## src/rtl/uart_tx.sv

```systemverilog
// rtl/uart_tx.sv - 8N1 UART transmitter with request/done-tick handshake
// Optional even parity bit when UART_TX_PARITY_EN is defined.
module uart_tx #(
  parameter int c_clkfreq  = 100_000_000,
  parameter int c_baudrate = 115_200
) (
  input  logic       clk,
  input  logic       rst,
  input  logic [7:0] din_i,
  input  logic       tx_start_i,
  output logic       tx_o,
  output logic       busy_o,
  output logic       tx_done_tick_o
);

  localparam int c_bittimerlim = c_clkfreq / c_baudrate;

  function automatic int clog2_f(input int v);
    int r;
    int x;
    r = 0;
    x = v - 1;
    while (x > 0) begin
      r = r + 1;
      x = x >> 1;
    end
    return (r < 1) ? 1 : r;
  endfunction

  localparam int              c_tw    = clog2_f(c_bittimerlim);
  localparam logic [c_tw-1:0] c_tlast = c_tw'(c_bittimerlim - 1);
  // The last stop-bit cycle is spent in S_IDLE (done tick), so S_STOP ends one cycle early.
  localparam logic [c_tw-1:0] c_slast = c_tw'(c_bittimerlim - 2);
  localparam logic [c_tw-1:0] c_one   = c_tw'(1);

  typedef enum logic [2:0] {
    S_IDLE   = 3'd0,
    S_START  = 3'd1,
    S_DATA   = 3'd2,
`ifdef UART_TX_PARITY_EN
    S_PARITY = 3'd4,
`endif
    S_STOP   = 3'd3
  } state_t;

  state_t          state_q, state_d;
  logic [c_tw-1:0] timer_q, timer_d;
  logic [2:0]      bitcnt_q, bitcnt_d;
  logic [2:0]      bit_nxt;
  logic [7:0]      shreg_q, shreg_d;
  logic            tx_q, tx_d;
  logic            busy_q, busy_d;
  logic            done_q, done_d;
`ifdef UART_TX_PARITY_EN
  logic            parity_q, parity_d;
`endif

  assign bit_nxt = bitcnt_q + 3'd1;

  always_comb begin
    state_d  = state_q;
    timer_d  = timer_q + c_one;
    bitcnt_d = bitcnt_q;
    shreg_d  = shreg_q;
    tx_d     = tx_q;
    busy_d   = busy_q;
    done_d   = 1'b0;
`ifdef UART_TX_PARITY_EN
    parity_d = parity_q;
`endif
    case (state_q)
      S_IDLE: begin
        timer_d  = '0;
        bitcnt_d = '0;
        tx_d     = 1'b1;
        busy_d   = 1'b0;
        if (tx_start_i) begin
          shreg_d = din_i;
`ifdef UART_TX_PARITY_EN
          parity_d = ^din_i;
`endif
          state_d = S_START;
          tx_d    = 1'b0;
          busy_d  = 1'b1;
        end
      end
      S_START: begin
        if (timer_q == c_tlast) begin
          timer_d = '0;
          state_d = S_DATA;
          tx_d    = shreg_q[0];
        end
      end
      S_DATA: begin
        if (timer_q == c_tlast) begin
          timer_d = '0;
          if (bitcnt_q == 3'd7) begin
            bitcnt_d = '0;
`ifdef UART_TX_PARITY_EN
            state_d = S_PARITY;
            tx_d    = parity_q;
`else
            state_d = S_STOP;
            tx_d    = 1'b1;
`endif
          end else begin
            bitcnt_d = bit_nxt;
            tx_d     = shreg_q[bit_nxt];
          end
        end
      end
`ifdef UART_TX_PARITY_EN
      S_PARITY: begin
        if (timer_q == c_tlast) begin
          timer_d = '0;
          state_d = S_STOP;
          tx_d    = 1'b1;
        end
      end
`endif
      S_STOP: begin
        tx_d = 1'b1;
        if (timer_q == c_slast) begin
          timer_d = '0;
          state_d = S_IDLE;
          busy_d  = 1'b0;
          done_d  = 1'b1;
        end
      end
      default: begin
        state_d  = S_IDLE;
        timer_d  = '0;
        bitcnt_d = '0;
        tx_d     = 1'b1;
        busy_d   = 1'b0;
      end
    endcase
  end

  always_ff @(posedge clk or posedge rst) begin
    if (rst) begin
      state_q  <= S_IDLE;
      timer_q  <= '0;
      bitcnt_q <= '0;
      shreg_q  <= '0;
      tx_q     <= 1'b1;
      busy_q   <= 1'b0;
      done_q   <= 1'b0;
`ifdef UART_TX_PARITY_EN
      parity_q <= 1'b0;
`endif
    end else begin
      state_q  <= state_d;
      timer_q  <= timer_d;
      bitcnt_q <= bitcnt_d;
      shreg_q  <= shreg_d;
      tx_q     <= tx_d;
      busy_q   <= busy_d;
      done_q   <= done_d;
`ifdef UART_TX_PARITY_EN
      parity_q <= parity_d;
`endif
    end
  end

  assign tx_o           = tx_q;
  assign busy_o         = busy_q;
  assign tx_done_tick_o = done_q;

endmodule

```

## config.mk

```make
export PLATFORM = sky130hd
export DESIGN_NAME = uart_tx
export DESIGN_NICKNAME = d
export VERILOG_FILES = /design/src/rtl/uart_tx.sv
export SDC_FILE = /design/constraint.sdc
export NUM_CORES = 1
export LEC_CHECK = 0
export ABC_CLOCK_PERIOD_IN_PS = 2100
export BUFFER_PORTS_ARGS = -buffer_cell sky130_fd_sc_hd__clkbuf_2
export CORE_ASPECT_RATIO = 1.5
export CORE_MARGIN = 8
export CORE_UTILIZATION = 27
export DETAILED_ROUTE_END_ITERATION = 8
export HOLD_SLACK_MARGIN = 0.1
export PLACE_DENSITY = 0.51
export SLEW_MARGIN = 5
export SYNTH_ARGS = -nofsm -noshare
export SYNTH_HDL_FRONTEND = slang
export SYNTH_SLANG_ARGS = --single-unit
```

## constraint.sdc

```tcl
create_clock -name clk -period 2.1 [get_ports clk]
set_input_delay 0.525 -clock clk [delete_from_list [all_inputs] [get_ports clk]]
set_output_delay 0.525 -clock clk [all_outputs]
set_load 0.01 [all_outputs]
```

* Word-level counts from Yosys, hierarchy flattened *
Cells that the tools add are included.

cells by class
  $add $sub $neg = 2
  mux-type cells = 24
  equal/unequal tests = 11
  reductions and logical operators = 8
  bitwise gates (word level) = 2
  magnitude comparators = 1

operator list
  cell                                                                           count
  3-bit 2-to-1 mux                                                               7
  10-bit equality test (second input constant)                                   2
  10-bit 2-to-1 mux                                                              2
  10-bit case mux with 2 select lines                                            1
  3-bit case mux with 4 select lines                                             1
  10-bit by 1-bit adder with 10-bit output (second input constant)               1
  2-bit != test (second input constant)                                          5
  1-bit 2-to-1 mux                                                               9
  2-bit AND reduction                                                            4
  3-bit by 2-bit equality test with 1-bit output (second input constant)         2
  1-bit case mux with 3 select lines                                             2
  3-bit case mux with 2 select lines                                             1
  5-bit AND reduction                                                            1
  3-bit by 4-bit less-than comparator with 1-bit output (second input constant)  1
  2-bit OR reduction                                                             2
  3-bit by 1-bit adder with 3-bit output (second input constant)                 1
  1-bit binary-select mux with 3-bit select                                      1
  3-bit by 1-bit equality test with 1-bit output (second input constant)         1
  3-bit equality test (second input constant)                                    1
  3-bit zero test                                                                1
  1-bit inverter                                                                 2

word-level totals
  output and inout bits = 3
  input port bits = 11
  bits in registers = 27
  logic and storage cells = 55

* Longest topological paths before layout *
Gate-level depths: netlist of the first run.

  word-level depth = 6
  mapped depth = 8

* Worst setup path after synthesis of the first run *
Ideal clock, no wire load.

  path type = register to register
  from = reg bitcnt_q[0]
  to = reg tx_q, in the netlist tx_o
  arrival time = 1.888 ns
  cell stages (with the launch flop) = 8
  slack = 0.153 ns
  buffers on the path = 1
  cell sequence = dfrtp_1 -> ha_1 -> ha_1 -> buf_4 -> mux2i_1 -> mux4_2 -> a21boi_0 -> o31a_2

on the way
  cells in the longest elaborated chain, start to end = 6
  elaborated cells between the ends (all ways) = 7

RTL lines
  item                                       RTL line  source
  start, declared                            48        logic [2:0] bitcnt_q, bitcnt_d;
  start signal, assigned                     155       bitcnt_q <= bitcnt_d;
  3-bit by 1-bit adder with 3-bit output     58        assign bit_nxt = bitcnt_q + 3'd1;
  1-bit binary-select mux with 3-bit select  108       tx_d = shreg_q[bit_nxt];
  1-bit 2-to-1 mux (implied by the code)     108
  1-bit 2-to-1 mux (*)                       97        if (bitcnt_q == 3'd7) begin
  1-bit 2-to-1 mux (*)                       95        if (timer_q == c_tlast) begin
  1-bit case mux with 3 select lines (*)     71        case (state_q)
  end signal, assigned                       157       tx_q <= tx_d;
  end, declared                              51        logic tx_q, tx_d;

Mark *: on every way between the ends. The rest lies on a longest branch, timed or not. The select of a mux whose other input is x is not followed.
A chain may end at the register's enable or synchronous reset.

* Worst setup path after layout of the first run *
  from = reg bitcnt_q[1]
  to = reg tx_q, in the netlist tx_o

Same word-level chain as after synthesis.

==> impl_summary.md, run 1 <==
Outcome
The flow ran to the end, and the final reports show no timing, DRC or antenna violations.

GRT
Entering global routing, the biggest net connects 16 pins. The first global-routing pass estimated approximately 4600 um of wire. After global routing the overflow that remains totals 0.

The number of global-route vias before repair is slightly above 1000. The initial antenna violation count is 0. For this run, the total global-route usage over all layers was measured as under 10%.

Clocking
Post-CTS timing repair inserted 0 buffers for setup. The maximum number of buffers from clock root to sink is 2. The clock latency of the later-clocked register in the worst-skew pair is about 0.27 ns. CTS built an H-tree with a depth of 1. The number of clock buffers added by TritonCTS is 3.

The number of gates given a new drive strength after cts is 0. The root buffer cell chosen for the clock tree is sky130_fd_sc_hd__clkbuf_8. Clock-pin slew was measured on the worst setup and hold paths at about 0.09 ns.

The clock net sink count is 26. The number of hold buffers added after cts is 0. The CTS tree is yes.

Synth
Counting flops with an async set or reset pin after synthesis yields a share of 100%. The number of warnings issued by yosys is 0. The mapped cell area is between 1000 and 1500 sq um. The number of synthesized register bits is 26. The netlist uses 38 different library cells. The dominant synthesized flop cell is sky130_fd_sc_hd__dfrtp_1. The sequential area share after synthesis is 45.7%. The synthesized design contains 0 enable-type register cells. Counting every net in the synthesized netlist gives about 150. The cell count after synthesis came out at ~130. The synthesized area per cell is roughly 11 sq um.

Routing
The pre-antenna-repair detailed-routing pass consisted of 4 iterations. The detailed router placed about 950 vias in this run. The via density per instance is 4.54.

The detailed router finished its first iteration with 37 violations. The number of remaining DRC errors is 0. The total routed wirelength is ~2700 um. The wire length per cell after detailed routing is 12.8 um.

In this run the remaining antenna-violating nets after routing total 0.

STA
The number of failing hold endpoints at the final stage is 0. The setup slack of the critical path after layout is approximately 0.11 ns. The setup total negative slack is 0 ns. The routed design could run at a clock period as short as between 1.5 and 2 ns.

The highest clock rate is a little over 0.5 GHz. The worst pin sits at a relative slew slack of about two thirds. The maximum clock skew at final layout is a little over 0.006 ns. The period utilization is 94.5%. The final-report max-slew violation count is 0. The final-report setup violation count is 0. For the pin with the worst max-slew slack, the measured transition is ~0.53 ns.

Setup repair after global routing left no endpoint under its margin.

Power and ir drop
The worst voltage drop across the vdd grid is roughly 0.23 mV. Power spread over the standard cell area amounts to 570 nW/um^2. The standby leakage power is 0.774 nW.

Critical path
The critical path launch point is bitcnt_q[1]. For this design, the slowest cell found on the critical path is sky130_fd_sc_hd__mux4_2. The signal on the critical path passes through ha_1 -> ha_1 -> mux2i_1 -> mux4_2 -> a21boi_0 -> o31a_2.

The critical path launch point type is a register. Counting stages on the worst path, the most repeated cell is sky130_fd_sc_hd__ha_1. The data required time at the worst endpoint is approximately 2.3 ns. For this run, the slowest stage of the critical path takes between 0.4 and 0.5 ns. STA classifies the critical path endpoint as a register. Broken down by cell family, the worst path's largest delay share belongs to multiplexers. The critical path is of the register to register type. The startpoint of the lowest-slack register-to-register path is bitcnt_q[1]. The top fanout value on the critical path is 5. The signal arrival time at the worst endpoint is 2.21 ns.

The combined buffer and inverter count along the critical path is 0.

Place
The placer congestion estimate is between 0.7 and 0.8. The post-placement setup slack is 0.142 ns. The HPWL after detailed placement is 2110 um. During placement, the flow inserted port buffers numbering 13.

Cells and area
The number of antenna diodes in the final layout is 0. The ratio of cells with drive above 1 in the final layout is 26.8%. The net total in the final layout is ~160. The area growth from synthesis to layout is 14.9%.

Floorplan
The initial utilization of the core area, before any placement, comes to ~28%. The height of the chip is between 100 and 150 um. The core area is 5120 sq um. The die covers 7910 sq um.

14 I/O pins were placed. The die is about 75 um wide. The initialized floorplan defines 32 standard-cell rows.

Min path
The min-delay analysis places its worst path in the category primary input to asynchronous set/reset pin.

Run
Across the run, the number of max-cap violations was 0.
## placed cells by master, fill, tap and decap left out, drive strengths merged, types with 2 or more instances in the layout
cell,count
a21oi,2
a22o,5
buf,2
clkbuf,16
dfrtp,25
ha,10
inv,9
mux2,9
mux2i,6
nand2,3
nand3,7
nor2,19
nor2b,2
o21ai,2
or2,2
xnor2,5
xor2,3
## flip-flops by register name, summed over array words and instances (netlist names)
name	flops
bitcnt_q	3
busy_o	1
shreg_q	8
state_q	2
timer_q	10
tx_done_tick_o	1
tx_o	1
## area by class of cell
type	count	area [sq um]
Clock buffer	3	41.3
Clock inverter	1	30.0
Fill cell	566	3490
Inverter	9	33.8
Multi-Input combinational cell	88	716
Sequential cell	26	652
Tap cell	68	85.1
Timing Repair Buffer	15	80.1
## kinds of logic after synthesis
logic type      synth area share, %
compound gates                 8.78
fa+ha+maj                      8.78
simple gates                   14.6
mux                            13.2
buf+inv                        4.04
xor+xnor                       4.92
flops                          45.7
## report_power, final
group / switching [mW] / total [mW] / internal, mW
clock: 0.159 / 0.414 / 0.255
sequential: 0 / 0.500 / 0.500
combinational: 0.0123 / 0.0202 / 0.00792
## final timing paths
kind	end	cells after the start	slack, ns
min in group clk	shreg_q[1]	2	0.48
setup reg to reg	tx_o	6	0.11
max in group asynchronous	timer_q[1]	3	1.26
hold / removal	bitcnt_q[1]	2	0.26
setup / recovery	tx_o	6	0.11
hold reg to reg	shreg_q[2]	1	0.51
## through the flow
stage	hold slack [ns]	instance area (sq um)	total power, mW	util, %	instances
2_1_floorplan	0.469	1430	0.518	-	126
3_3_place_gp	0.493	1570	0.531	30.6	206
3_5_place_dp	0.493	1570	0.532	30.6	206
4_1_cts	0.277	1640	0.951	32.0	210
5_1_grt	0.304	1640	0.967	32.0	210
6_report	0.256	1640	0.934	32.0	210
## worst reg2reg max path, cell delays in order, from the launching register on
cell,delay (ns)
sky130_fd_sc_hd__dfrtp_1,0.42
sky130_fd_sc_hd__ha_1,0.19
sky130_fd_sc_hd__ha_1,0.37
sky130_fd_sc_hd__mux2i_1,0.15
sky130_fd_sc_hd__mux4_2,0.46
sky130_fd_sc_hd__a21boi_0,0.19
sky130_fd_sc_hd__o31a_2,0.16
## synthesized netlist by cell type (2+ instances only)
cell type / n / area [sq um]
sky130_fd_sc_hd__a21oi_1: 2 / 10.0
sky130_fd_sc_hd__a22o_1: 4 / 35.0
sky130_fd_sc_hd__dfrtp_1: 25 / 626
sky130_fd_sc_hd__ha_1: 10 / 125
sky130_fd_sc_hd__inv_1: 9 / 33.8
sky130_fd_sc_hd__mux2_2: 8 / 90.1
sky130_fd_sc_hd__mux2i_1: 6 / 60.1
sky130_fd_sc_hd__nand2_1: 3 / 11.3
sky130_fd_sc_hd__nand3_1: 5 / 25.0
sky130_fd_sc_hd__nand3_2: 2 / 20.0
sky130_fd_sc_hd__nor2_1: 18 / 67.6
sky130_fd_sc_hd__nor2b_1: 2 / 12.5
sky130_fd_sc_hd__xnor2_1: 5 / 43.8
sky130_fd_sc_hd__xor2_1: 3 / 26.3
## routing by layer
layer	vias up	global-route usage, %	part of all wire [%]
li1	463	-	-
met3	2	2.20	5.1
met5	-	0	0
met4	0	2.07	0.60
met1	470	8.35	44
met2	19	12.0	50
(Power assumes the default switching activity.)
==> inputs of run 2 (changes only) <==
Settings changed: BUFFER_PORTS_ARGS -buffer_cell sky130_fd_sc_hd__clkbuf_2 to default, CELL_PAD_IN_SITES_DETAIL_PLACEMENT from default to 0, CELL_PAD_IN_SITES_GLOBAL_PLACEMENT from default to 1, DONT_BUFFER_PORTS from default to 1, PLACE_DENSITY 0.51 to 0.56.
==> run 2 against run 1 <==
Net effect:
- total power decreased by 0.24%
- maximum frequency rose by 1.5%
- non-clock buffer count shrank 12
- sequential share of layout area up 1.4 points
- sequential power about the same
- critical endpoint unchanged
==> impl_summary.md, run 2 (synthesis results as in run 1) <==
Outcome
The flow ran to the end, and the final reports show no timing, DRC or antenna violations.

STA
The period utilization is 93.2% (-1.4 points). The slew at the pin closest to its max-slew limit was 0.337 ns (-0.191 ns). The final critical path time including I/O delays and setup is 1.96 ns (-0.0284 ns).

Setup repair after global routing left no endpoint under its margin. The number of failing hold endpoints at the final stage is 0 (unchanged). The final-report setup violation count was 0 (unchanged). The highest clock rate was 0.511 GHz (+1.5%).

The setup slack of the critical path after layout was 0.143 ns (+0.0284 ns). The final-report max-slew violation count is 0 (unchanged). The max-slew headroom at the worst pin is 77.5% (+13 points). The maximum clock skew at final layout is 0.00247 ns (-0.00369 ns). The setup total negative slack is 0 ns (unchanged).

Routing
The via density per instance is 4.51 (-0.72%). The total routed wirelength is 2710 um (+0.89%). The number of remaining DRC errors is 0 (unchanged). The wire length per cell after detailed routing came to 13.7 um (+7.0%). The total iterations of the first detailed-routing run was 4 (unchanged). The number of nets with antenna violations after detailed routing is 0 (unchanged). The iteration-0 DRC count of the detailed router was 10 (-73%). The total via count after detailed routing is 893 (-6.4%).

Cells and area
The number of non-filler instances in the completed layout was 198 (-5.7%). The ratio of cells with drive above 1 in the final layout came to 20.8% (-6.0 points). In the final layout, the registers with the most flip-flops are timer_q: 10 flops, shreg_q: 8 flops, bitcnt_q: 3 flops. The final cell utilization of the core was 30.9% (-1.1 points). The antenna diode count is 0 (unchanged). The number of flip-flops under the largest register name is 10 (unchanged). The net total in the final layout is 152 (-7.3%). Compared with the post-synthesis result, the final layout area differs by 11.1%. The top cell types in the final layout, fill and taps aside, are sky130_fd_sc_hd__dfrtp_1, sky130_fd_sc_hd__nor2_1, sky130_fd_sc_hd__inv_1, sky130_fd_sc_hd__ha_1, sky130_fd_sc_hd__mux2_2. More flip-flops sit in one register than any other, and that register is timer_q. The library cell used most frequently in the layout, excluding fill and tap cells, is sky130_fd_sc_hd__dfrtp_1.

Critical path
Traced cell by cell, the critical path runs through ha_1 -> ha_2 -> mux2i_1 -> mux4_2 -> a21boi_0 -> o31a_2. In this run the critical register-to-register path is launched from bitcnt_q[0]. The worst setup path is captured at a register. The worst setup slack for register-to-register paths is 0.14 ns (+0.03 ns). The top fanout value on the critical path is 5 (unchanged). The largest stage delay on the critical path is 0.46 ns (about the same). The signal arrival time at the worst endpoint is 2.18 ns (-0.03 ns). The data required time at the worst endpoint is 2.32 ns (about the same).

The worst register-to-register path ends at tx_o. The critical path is of the register to register type. The slowest stage cell on the critical path is sky130_fd_sc_hd__mux4_2. STA classifies the critical path startpoint as a register. The logic depth of the worst register-to-register path is 6 (unchanged).

Power and ir drop
The standby leakage power is 0.721 nW (-6.9%). The worst voltage drop across the vdd grid came to 0.335 mV (+47%). The power density over the cells is 589 nW/um^2 (+3.2%).

Clocking
The maximum number of buffers from clock root to sink was 2 (unchanged). The total clock buffers created by CTS is 3 (unchanged). The register clock-pin slew on the reported worst setup and hold paths is 0.09 ns (about the same). The clock net sink count was 26 (unchanged). The CTS tree is yes. The total number of H-tree levels was 1 (unchanged). Clock tree synthesis selected as its root buffer the cell sky130_fd_sc_hd__clkbuf_8. The clock latency of the later-clocked register in the worst-skew pair is 0.27 ns (about the same).

Min path
The worst min-delay path class is primary input to asynchronous set/reset pin.

GRT
The overall fraction of global-route tracks in use is 7.41% (+0.24 points). The number of global-route vias before repair is 1029 (+1.7%). The global route total overflow is 0 (unchanged).

The initial antenna violation count is 0 (unchanged). The first-pass GRT wire length was 4620 um (+1.2%). The largest net degree at the start of global routing came to 27 (+11).

Floorplan
The width of the die was 75.3 um (unchanged). The initial core utilization is 27.8% (unchanged). The core area was 5120 sq um (unchanged).

The height of the chip was 105 um (unchanged). The count of boundary I/O pins was 14 (unchanged). The die area is 7910 sq um (unchanged). The number of standard-cell rows in the floorplan is 32 (unchanged).

Place
The number of port buffers is 0 (-13). The half-perimeter wire length after detailed placement is 2150 um (+1.8%). The placer congestion estimate is 0.704 (-6.4%).

The number of cells in the design after placement is 194 (-5.8%). The post-placement setup slack was 0.101 ns (-0.0407 ns).

Run
The number of maximum-capacitance constraint violations came to 0 (unchanged).
## run 2: changes by cell type in the layout (fill, tap and decap cells not counted), sizes merged
cell	delta
buf	+1
clkbuf	-13
## run 2: per-stage QoR
stage	total power [mW]	hold slack [ns]	area, sq um
2_1_floorplan	0.518	0.469	1430
3_3_place_gp	0.523	0.497	1510
3_5_place_dp	0.523	0.496	1510
4_1_cts	0.945	0.197	1580
5_1_grt	0.964	0.220	1580
6_report	0.932	0.184	1580
## run 2: cell type report
cell class / instances / area (sq um)
clock buffers: 3 / 41.3
clock inverters: 1 / 30.0
fillers: 573 / 3540
inverters: 9 / 33.8
multi-input cells: 88 / 718
flip-flops and latches: 26 / 652
well taps: 68 / 85.1
repair buffers: 3 / 22.5
## run 2: where the power goes
| part | switching, mW | internal [mW] | leakage, nW |
|---|---|---|---|
| Clock | 0.165 | 0.255 | 0.0357 |
| Combinational | 0.00958 | 0.00159 | 0.350 |
| Sequential | 0 | 0.500 | 0.335 |
## run 2: worst max path at each step
stage,from,end,slack [ns],cells after the start
6_report,bitcnt_q[0],tx_o,0.14,6
5_1_grt,bitcnt_q[1],tx_o,0.03,6
4_1_cts,bitcnt_q[0],tx_o,0.07,6
3_5_place_dp,bitcnt_q[1],tx_o,0.10,6
3_3_place_gp,bitcnt_q[1],tx_o,0.16,6
2_1_floorplan,bitcnt_q[0],tx_o,0.15,7
## run 2: per-layer routing
metal | vias up | share of wire (%) | GRT usage [%]
met4 | 0 | 1.1 | 2.07
met3 | 4 | 4.8 | 2.39
met5 | - | 0 | 0
met2 | 16 | 54 | 13.7
li1 | 441 | - | -
met1 | 432 | 40 | 7.43
## run 2: worst max-delay path: cells and delay by family (launching register included)
family,cells,cell delay (ns)
AOI/OAI and AO/OA,2,0.36
adders and majority gates,2,0.60
DFF,1,0.40
muxes,2,0.54
## run 2: what timing repair did
item | 4_1_cts | 5_1_grt
buffers inserted | 0 | 0
hold buffers | 0 | 0
setup endpoints to repair | 0 | 1
resized for setup | 0 | 1
